==> src/rtl/addsub_if.sv <==
// Operand/result handshake bundle for addsub_pipe, including the sticky overflow status and its clear.
// The slave modport is the adder's view; the master modport is the producer/consumer side.
interface addsub_if #(
   parameter int W = 8
);
   logic         in_valid;
   logic         in_ready;
   logic [W-1:0] a;
   logic [W-1:0] b;
   logic         sub;
   logic         out_valid;
   logic         out_ready;
   logic [W-1:0] s;
   logic         cout;
   logic         ovf;
   logic         ovf_sticky;
   logic         ovf_clr;

   modport master (
      output in_valid, a, b, sub, out_ready, ovf_clr,
      input  in_ready, out_valid, s, cout, ovf, ovf_sticky
   );

   modport slave (
      input  in_valid, a, b, sub, out_ready, ovf_clr,
      output in_ready, out_valid, s, cout, ovf, ovf_sticky
   );
endinterface

==> src/rtl/addsub_pipe.sv <==
// Pipelined W-bit adder-subtractor, one SEG-bit carry-chained segment per stage, valid/ready on both sides.
// Optional build macro SAT_EN clamps overflowing results to the signed limit instead of wrapping.
module addsub_pipe #(
   parameter int W   = 8,
   parameter int SEG = 4
) (
   input  logic    clk,
   input  logic    rst_n,
   addsub_if.slave io
);
   localparam int STAGES = W / SEG;
   localparam int LAST   = STAGES - 1;

   // Per-stage pipeline state: operands travel alongside the partial sum.
   logic         st_v   [STAGES];
   logic [W-1:0] st_a   [STAGES];
   logic [W-1:0] st_bx  [STAGES];
   logic [W-1:0] st_sum [STAGES];
   logic         st_c   [STAGES];

   logic adv;
   assign adv         = !st_v[LAST] || io.out_ready;
   assign io.in_ready = adv;

   generate
      for (genvar gi = 0; gi < STAGES; gi++) begin : g_stage
         logic         v_in;
         logic [W-1:0] a_in;
         logic [W-1:0] bx_in;
         logic [W-1:0] sum_in;
         logic         c_in;
         logic [SEG:0] seg_sum;
         logic [W-1:0] sum_next;

         logic         v_reg;
         logic [W-1:0] a_reg;
         logic [W-1:0] bx_reg;
         logic [W-1:0] sum_reg;
         logic         c_reg;

         if (gi == 0) begin : g_head
            // Subtraction is A + ~B + 1; the +1 enters as stage 0's carry-in.
            assign v_in   = io.in_valid;
            assign a_in   = io.a;
            assign bx_in  = io.b ^ {W{io.sub}};
            assign sum_in = '0;
            assign c_in   = io.sub;
         end else begin : g_body
            assign v_in   = st_v[gi-1];
            assign a_in   = st_a[gi-1];
            assign bx_in  = st_bx[gi-1];
            assign sum_in = st_sum[gi-1];
            assign c_in   = st_c[gi-1];
         end

         always_comb begin
            seg_sum  = {1'b0, a_in[gi*SEG +: SEG]} + {1'b0, bx_in[gi*SEG +: SEG]}
                     + {{SEG{1'b0}}, c_in};
            sum_next = sum_in;
            sum_next[gi*SEG +: SEG] = seg_sum[SEG-1:0];
         end

         always_ff @(posedge clk) begin
            if (!rst_n) begin
               v_reg   <= 1'b0;
               a_reg   <= '0;
               bx_reg  <= '0;
               sum_reg <= '0;
               c_reg   <= 1'b0;
            end else if (adv) begin
               v_reg   <= v_in;
               a_reg   <= a_in;
               bx_reg  <= bx_in;
               sum_reg <= sum_next;
               c_reg   <= seg_sum[SEG];
            end
         end

         assign st_v[gi]   = v_reg;
         assign st_a[gi]   = a_reg;
         assign st_bx[gi]  = bx_reg;
         assign st_sum[gi] = sum_reg;
         assign st_c[gi]   = c_reg;
      end
   endgenerate

   logic [W-1:0] sum_out;
   logic         carry_msb;
   logic         ovf_out;
   logic         ovf_sticky_reg;

   // Carry into the MSB is recovered from the MSB's sum bit and its two addend bits.
   assign sum_out   = st_sum[LAST];
   assign carry_msb = sum_out[W-1] ^ st_a[LAST][W-1] ^ st_bx[LAST][W-1];
   assign ovf_out   = carry_msb ^ st_c[LAST];

   assign io.out_valid  = st_v[LAST];
   assign io.cout       = st_c[LAST];
   assign io.ovf        = ovf_out;
   assign io.ovf_sticky = ovf_sticky_reg;

`ifdef SAT_EN
   always_comb begin
      io.s = sum_out;
      if (ovf_out) begin
         io.s = st_a[LAST][W-1] ? {1'b1, {(W-1){1'b0}}} : {1'b0, {(W-1){1'b1}}};
      end
   end
`else
   assign io.s = sum_out;
`endif

   // A delivered overflow beat takes priority over a simultaneous clear.
   always_ff @(posedge clk) begin
      if (!rst_n) begin
         ovf_sticky_reg <= 1'b0;
      end else if (st_v[LAST] && io.out_ready && ovf_out) begin
         ovf_sticky_reg <= 1'b1;
      end else if (io.ovf_clr) begin
         ovf_sticky_reg <= 1'b0;
      end
   end
endmodule

==> src/flat_wrapper.sv <==
// flat-port wrapper written by rule: the top's interface ports become plain ports
module addsub_pipe_flat 
#(
   parameter int W   = 8,
   parameter int SEG = 4
)
  (clk, rst_n, io_in_valid, io_a, io_b, io_sub, io_out_ready, io_ovf_clr, io_in_ready, io_out_valid, io_s, io_cout, io_ovf, io_ovf_sticky);
  addsub_if #(.W(W)) io_i ();
  input  logic clk;
  input  logic rst_n;
  input wire logic [$bits(io_i.in_valid)-1:0] io_in_valid;
  input wire logic [$bits(io_i.a)-1:0] io_a;
  input wire logic [$bits(io_i.b)-1:0] io_b;
  input wire logic [$bits(io_i.sub)-1:0] io_sub;
  input wire logic [$bits(io_i.out_ready)-1:0] io_out_ready;
  input wire logic [$bits(io_i.ovf_clr)-1:0] io_ovf_clr;
  output wire logic [$bits(io_i.in_ready)-1:0] io_in_ready;
  output wire logic [$bits(io_i.out_valid)-1:0] io_out_valid;
  output wire logic [$bits(io_i.s)-1:0] io_s;
  output wire logic [$bits(io_i.cout)-1:0] io_cout;
  output wire logic [$bits(io_i.ovf)-1:0] io_ovf;
  output wire logic [$bits(io_i.ovf_sticky)-1:0] io_ovf_sticky;
  assign io_i.in_valid = io_in_valid;
  assign io_i.a = io_a;
  assign io_i.b = io_b;
  assign io_i.sub = io_sub;
  assign io_i.out_ready = io_out_ready;
  assign io_i.ovf_clr = io_ovf_clr;
  assign io_in_ready = io_i.in_ready;
  assign io_out_valid = io_i.out_valid;
  assign io_s = io_i.s;
  assign io_cout = io_i.cout;
  assign io_ovf = io_i.ovf;
  assign io_ovf_sticky = io_i.ovf_sticky;
  addsub_pipe #(.W(W), .SEG(SEG)) u_core (.clk(clk), .rst_n(rst_n), .io(io_i));
endmodule
==> config.mk <==
export PLATFORM = sky130hd
export DESIGN_NAME = addsub_pipe_flat
export DESIGN_NICKNAME = d
export VERILOG_FILES = /design/src/rtl/addsub_if.sv /design/src/rtl/addsub_pipe.sv /design/src/flat_wrapper.sv
export SDC_FILE = /design/constraint.sdc
export NUM_CORES = 1
export LEC_CHECK = 0
export ABC_AREA = 0
export CORE_UTILIZATION = 50
export DETAILED_ROUTE_END_ITERATION = 8
export GPL_TIMING_DRIVEN = 0
export PLACE_DENSITY = 0.83
export SYNTH_ARGS = -nofsm -noshare
export SYNTH_HDL_FRONTEND = slang
export SYNTH_SLANG_ARGS = --single-unit
==> constraint.sdc <==
create_clock -name clk -period 4 [get_ports clk]
set_clock_uncertainty 0.05 [all_clocks]
set_input_delay 0.6 -clock clk [delete_from_list [all_inputs] [get_ports clk]]
set_output_delay 0.6 -clock clk [all_outputs]
set_load 0.01 [all_outputs]
==> flow_metrics.env <==
export IMPL_critPathCaptureType="output pin"
export IMPL_synth_area_per_cell_sq_um=8.77
export IMPL_tns_ns=0
export IMPL_io_pins=35
export IMPL_synth_cells=150
export IMPL_clkSinkCount=27
export IMPL_synth_ff_type="dfxtp_1"
export IMPL_antennaDiodeCount=0
export IMPL_areaGrowthSynthToFinish_pct=29.3
export IMPL_hold_viol_final=0
export IMPL_worst_r2r_setup_slack_ns=2.37
export IMPL_hold_path_end="u_core.io.s[4]"
export IMPL_start_kind="primary input"
export IMPL_design_die_area_sq_mm=0.00284
export IMPL_synth_top_area_share_pct=41.1
export IMPL_setup_viol=0
export IMPL_nets=218
export IMPL_critical_path_class="primary input to output pin"
export IMPL_r2r_start="u_core.g_stage[0].c_reg"
export IMPL_relSlewSlack_pct=67.6
export IMPL_final_fill_count=208
export IMPL_clock_path_buffers=2
export IMPL_status="completed"
export IMPL_syn_num_nets=181
export IMPL_core_area_sq_mm=0.00248
export IMPL_fp_dieW_microns=53.3
export IMPL_path_cells="clkdlybuf4s50_1 -> nor2b_2 -> inv_2 -> buf_2 -> clkdlybuf4s50_1"
export IMPL_postCtsHoldBufs=0
export IMPL_rsz0062_at_grt="false"
export IMPL_netlist_area_sq_mm=0.00132
export IMPL_wire_per_inst_microns=13.2
export IMPL_drc_errors=0
export IMPL_drt_initial_drc_count=29
export IMPL_dp_hpwl_microns=2200
export IMPL_cts_made_buffers=3
export IMPL_synth_xor_area_share_pct=8.66
export IMPL_final_instance_count_excl_fill=216
export IMPL_synth_compound_area_share_pct=16.6
export IMPL_portBuffers=32
export IMPL_slowest_stage="clkdlybuf4s50_1"
export IMPL_largest_reg_flops=8
export IMPL_insertion_delay_ns=0.32
export IMPL_grt_use_total_pct=22.7
export IMPL_cts_tree="built"
export IMPL_min_path_type="register to register"
export IMPL_cp_max_fo=10
export IMPL_slew_violations=0
export IMPL_worst_slew_pin_slew_ns=0.485
export IMPL_postCtsSetupBuffers=0
export IMPL_required_ns=3.35
export IMPL_rows=18
export IMPL_cts_root_buf="clkbuf_4"
export IMPL_firstDrtPassIters=4
export IMPL_synthAdderAreaFrac_pct=10.3
export IMPL_synth_mux_area_share_pct=1.14
export IMPL_slowest_delay_ns=0.58
export IMPL_synth_top_family_by_area="simple AND/OR/NAND/NOR gates"
export IMPL_timing_rr_end="u_core.io.s[5]"
export IMPL_yosysUniqueCellTypes=28
export IMPL_ir_drop_uv=276
export IMPL_synthSimpleGateAreaFrac_pct=17.1
export IMPL_async_reset_ff_share_pct=0
export IMPL_layout_drive_gt1_share_pct=8.60
export IMPL_fmax_ghz=0.360
export IMPL_p_leak_nw=0.698
export IMPL_r2r_cells=4
export IMPL_clkTransAtPathRegs_ns=0.14
export IMPL_min_period_over_period_pct=69.5
export IMPL_place_gp_congestion=0.859
export IMPL_yosys_area_top_type="dfxtp_1"
export IMPL_grt_pass1_vias=1077
export IMPL_ant_nets=0
export IMPL_dp_cells=212
export IMPL_grt_max_degree=16
export IMPL_critPathBufInv=4
export IMPL_crit_arrival_ns=2.13
export IMPL_antenna_found_initial=0
export IMPL_power_density_mw_per_mm2=344
export IMPL_whs_path_depth=2
export IMPL_cts_resized_gates=0
export IMPL_synth_ff_latch_count=27
export IMPL_grt_overflow_total=0
export IMPL_grt_pass1_wl_microns=4580
export IMPL_wl_microns=2850
export IMPL_htreeDepth=1
export IMPL_initial_utilization_pct=53.1
export IMPL_yosysSeqAreaShare_pct=41.1
export IMPL_hold_start="u_core.io.s[4]"
export IMPL_cp_top_family="buffers and inverters"
export IMPL_timing_final_crit_period_ns=2.78
export IMPL_die_h_microns=53.3
export IMPL_synth_edff_count=0
export IMPL_ys_warnings_count=0
export IMPL_crit_top_cell="clkdlybuf4s50_1"
export IMPL_synth_area_leaders="dfxtp_1, nand2_1, a21oi_1, ha_1, xnor2_1"
export IMPL_via_count=1170
export IMPL_viasPerCell=5.42
export IMPL_maxCapViolCount=0
==> placed cells by master (no fill, tap or decap), types with 2 or more instances in the layout <==
master,count
dfxtp_1,27
a21oi_1,18
nand2_1,31
nor2b_1,2
nand3_1,4
buf_1,2
clkbuf_4,3
clkdlybuf4s50_1,32
buf_2,6
xor2_1,5
xnor2_1,8
ha_1,6
a211oi_1,7
fa_1,3
a21o_1,2
inv_1,4
nor2_1,10
o21ai_0,3
==> report_power, final <==
part	switching, mW	internal, mW
Sequential	0.0152	0.295
Combinational	0.0701	0.0851
Clock	0.0813	0.0375
==> Yosys cell counts, drive strengths merged (4+ instances only) <==
master / count
a21oi: 18
xor2: 5
a211oi: 7
dfxtp: 27
nand2: 31
nor2: 10
ha: 6
nand3: 4
inv: 5
xnor2: 8
buf: 9
==> routing by layer <==
layer	up-vias	GRT usage, %	wire, microns
li1	580	-	-
met1	556	26.1	1210
met2	29	41.5	1520
met3	5	3.74	70
met4	0	7.89	39
met5	-	0	0
==> worst min-delay path: cells and delay by family, from the launching register on <==
kind	cells	cell delay, ns
simple gates	1	0.05
compound gates	1	0.05
flops	1	0.34
==> through the flow <==
| step | hold WS [ns] | util [%] | power, mW | area, sq um | setup WS [ns] |
|---|---|---|---|---|---|
| after global routing | 0.441 | 68.6 | 0.615 | 1700 | 1.15 |
| after global placement | 0.390 | 67.5 | 0.464 | 1670 | 1.26 |
| after CTS | 0.415 | 68.6 | 0.587 | 1700 | 1.22 |
| after floorplan | 0.382 | - | 0.403 | 1320 | 2.05 |
| after detailed placement | 0.397 | 67.5 | 0.472 | 1670 | 1.23 |
| final | 0.416 | 68.6 | 0.584 | 1700 | 1.22 |
==> layout make-up <==
| type | instances | area [sq um] | share of cell area [%] |
|---|---|---|---|
| buffer | 9 | 48.8 | 2.87 |
| clock inverter | 1 | 5.00 | 0.294 |
| inverter | 5 | 18.8 | 1.10 |
| clock buffer | 3 | 22.5 | 1.32 |
| sequential | 27 | 541 | 31.8 |
| tap | 30 | 37.5 | 2.21 |
| multi-input combinational | 109 | 707 | 41.6 |
| timing repair buffer | 32 | 320 | 18.8 |
==> cells by family (layout without fill, tap and decap cells) <==
kind of cell	after synthesis	count (layout)
buffers and inverters	14	50
AO/OA/AOI/OAI	34	34
XOR/XNOR	13	13
multiplexers	1	1
AND/OR/NAND/NOR	52	52
adder cells (fa/ha/maj)	9	9
flip-flops	27	27
==> how the worst max path moves through the flow <==
stage | slack, ns | end | from | depth (start not counted)
3_3_place_gp | 1.26 | io_in_ready | io_out_ready | 5
5_1_grt | 1.15 | io_in_ready | io_out_ready | 5
3_5_place_dp | 1.23 | io_in_ready | io_out_ready | 5
2_1_floorplan | 2.05 | u_core.g_stage[0].sum_reg[3] | io_sub | 6
6_report | 1.22 | io_in_ready | io_out_ready | 5
4_1_cts | 1.22 | io_in_ready | io_out_ready | 5
Power figures use the tool's default switching activity.
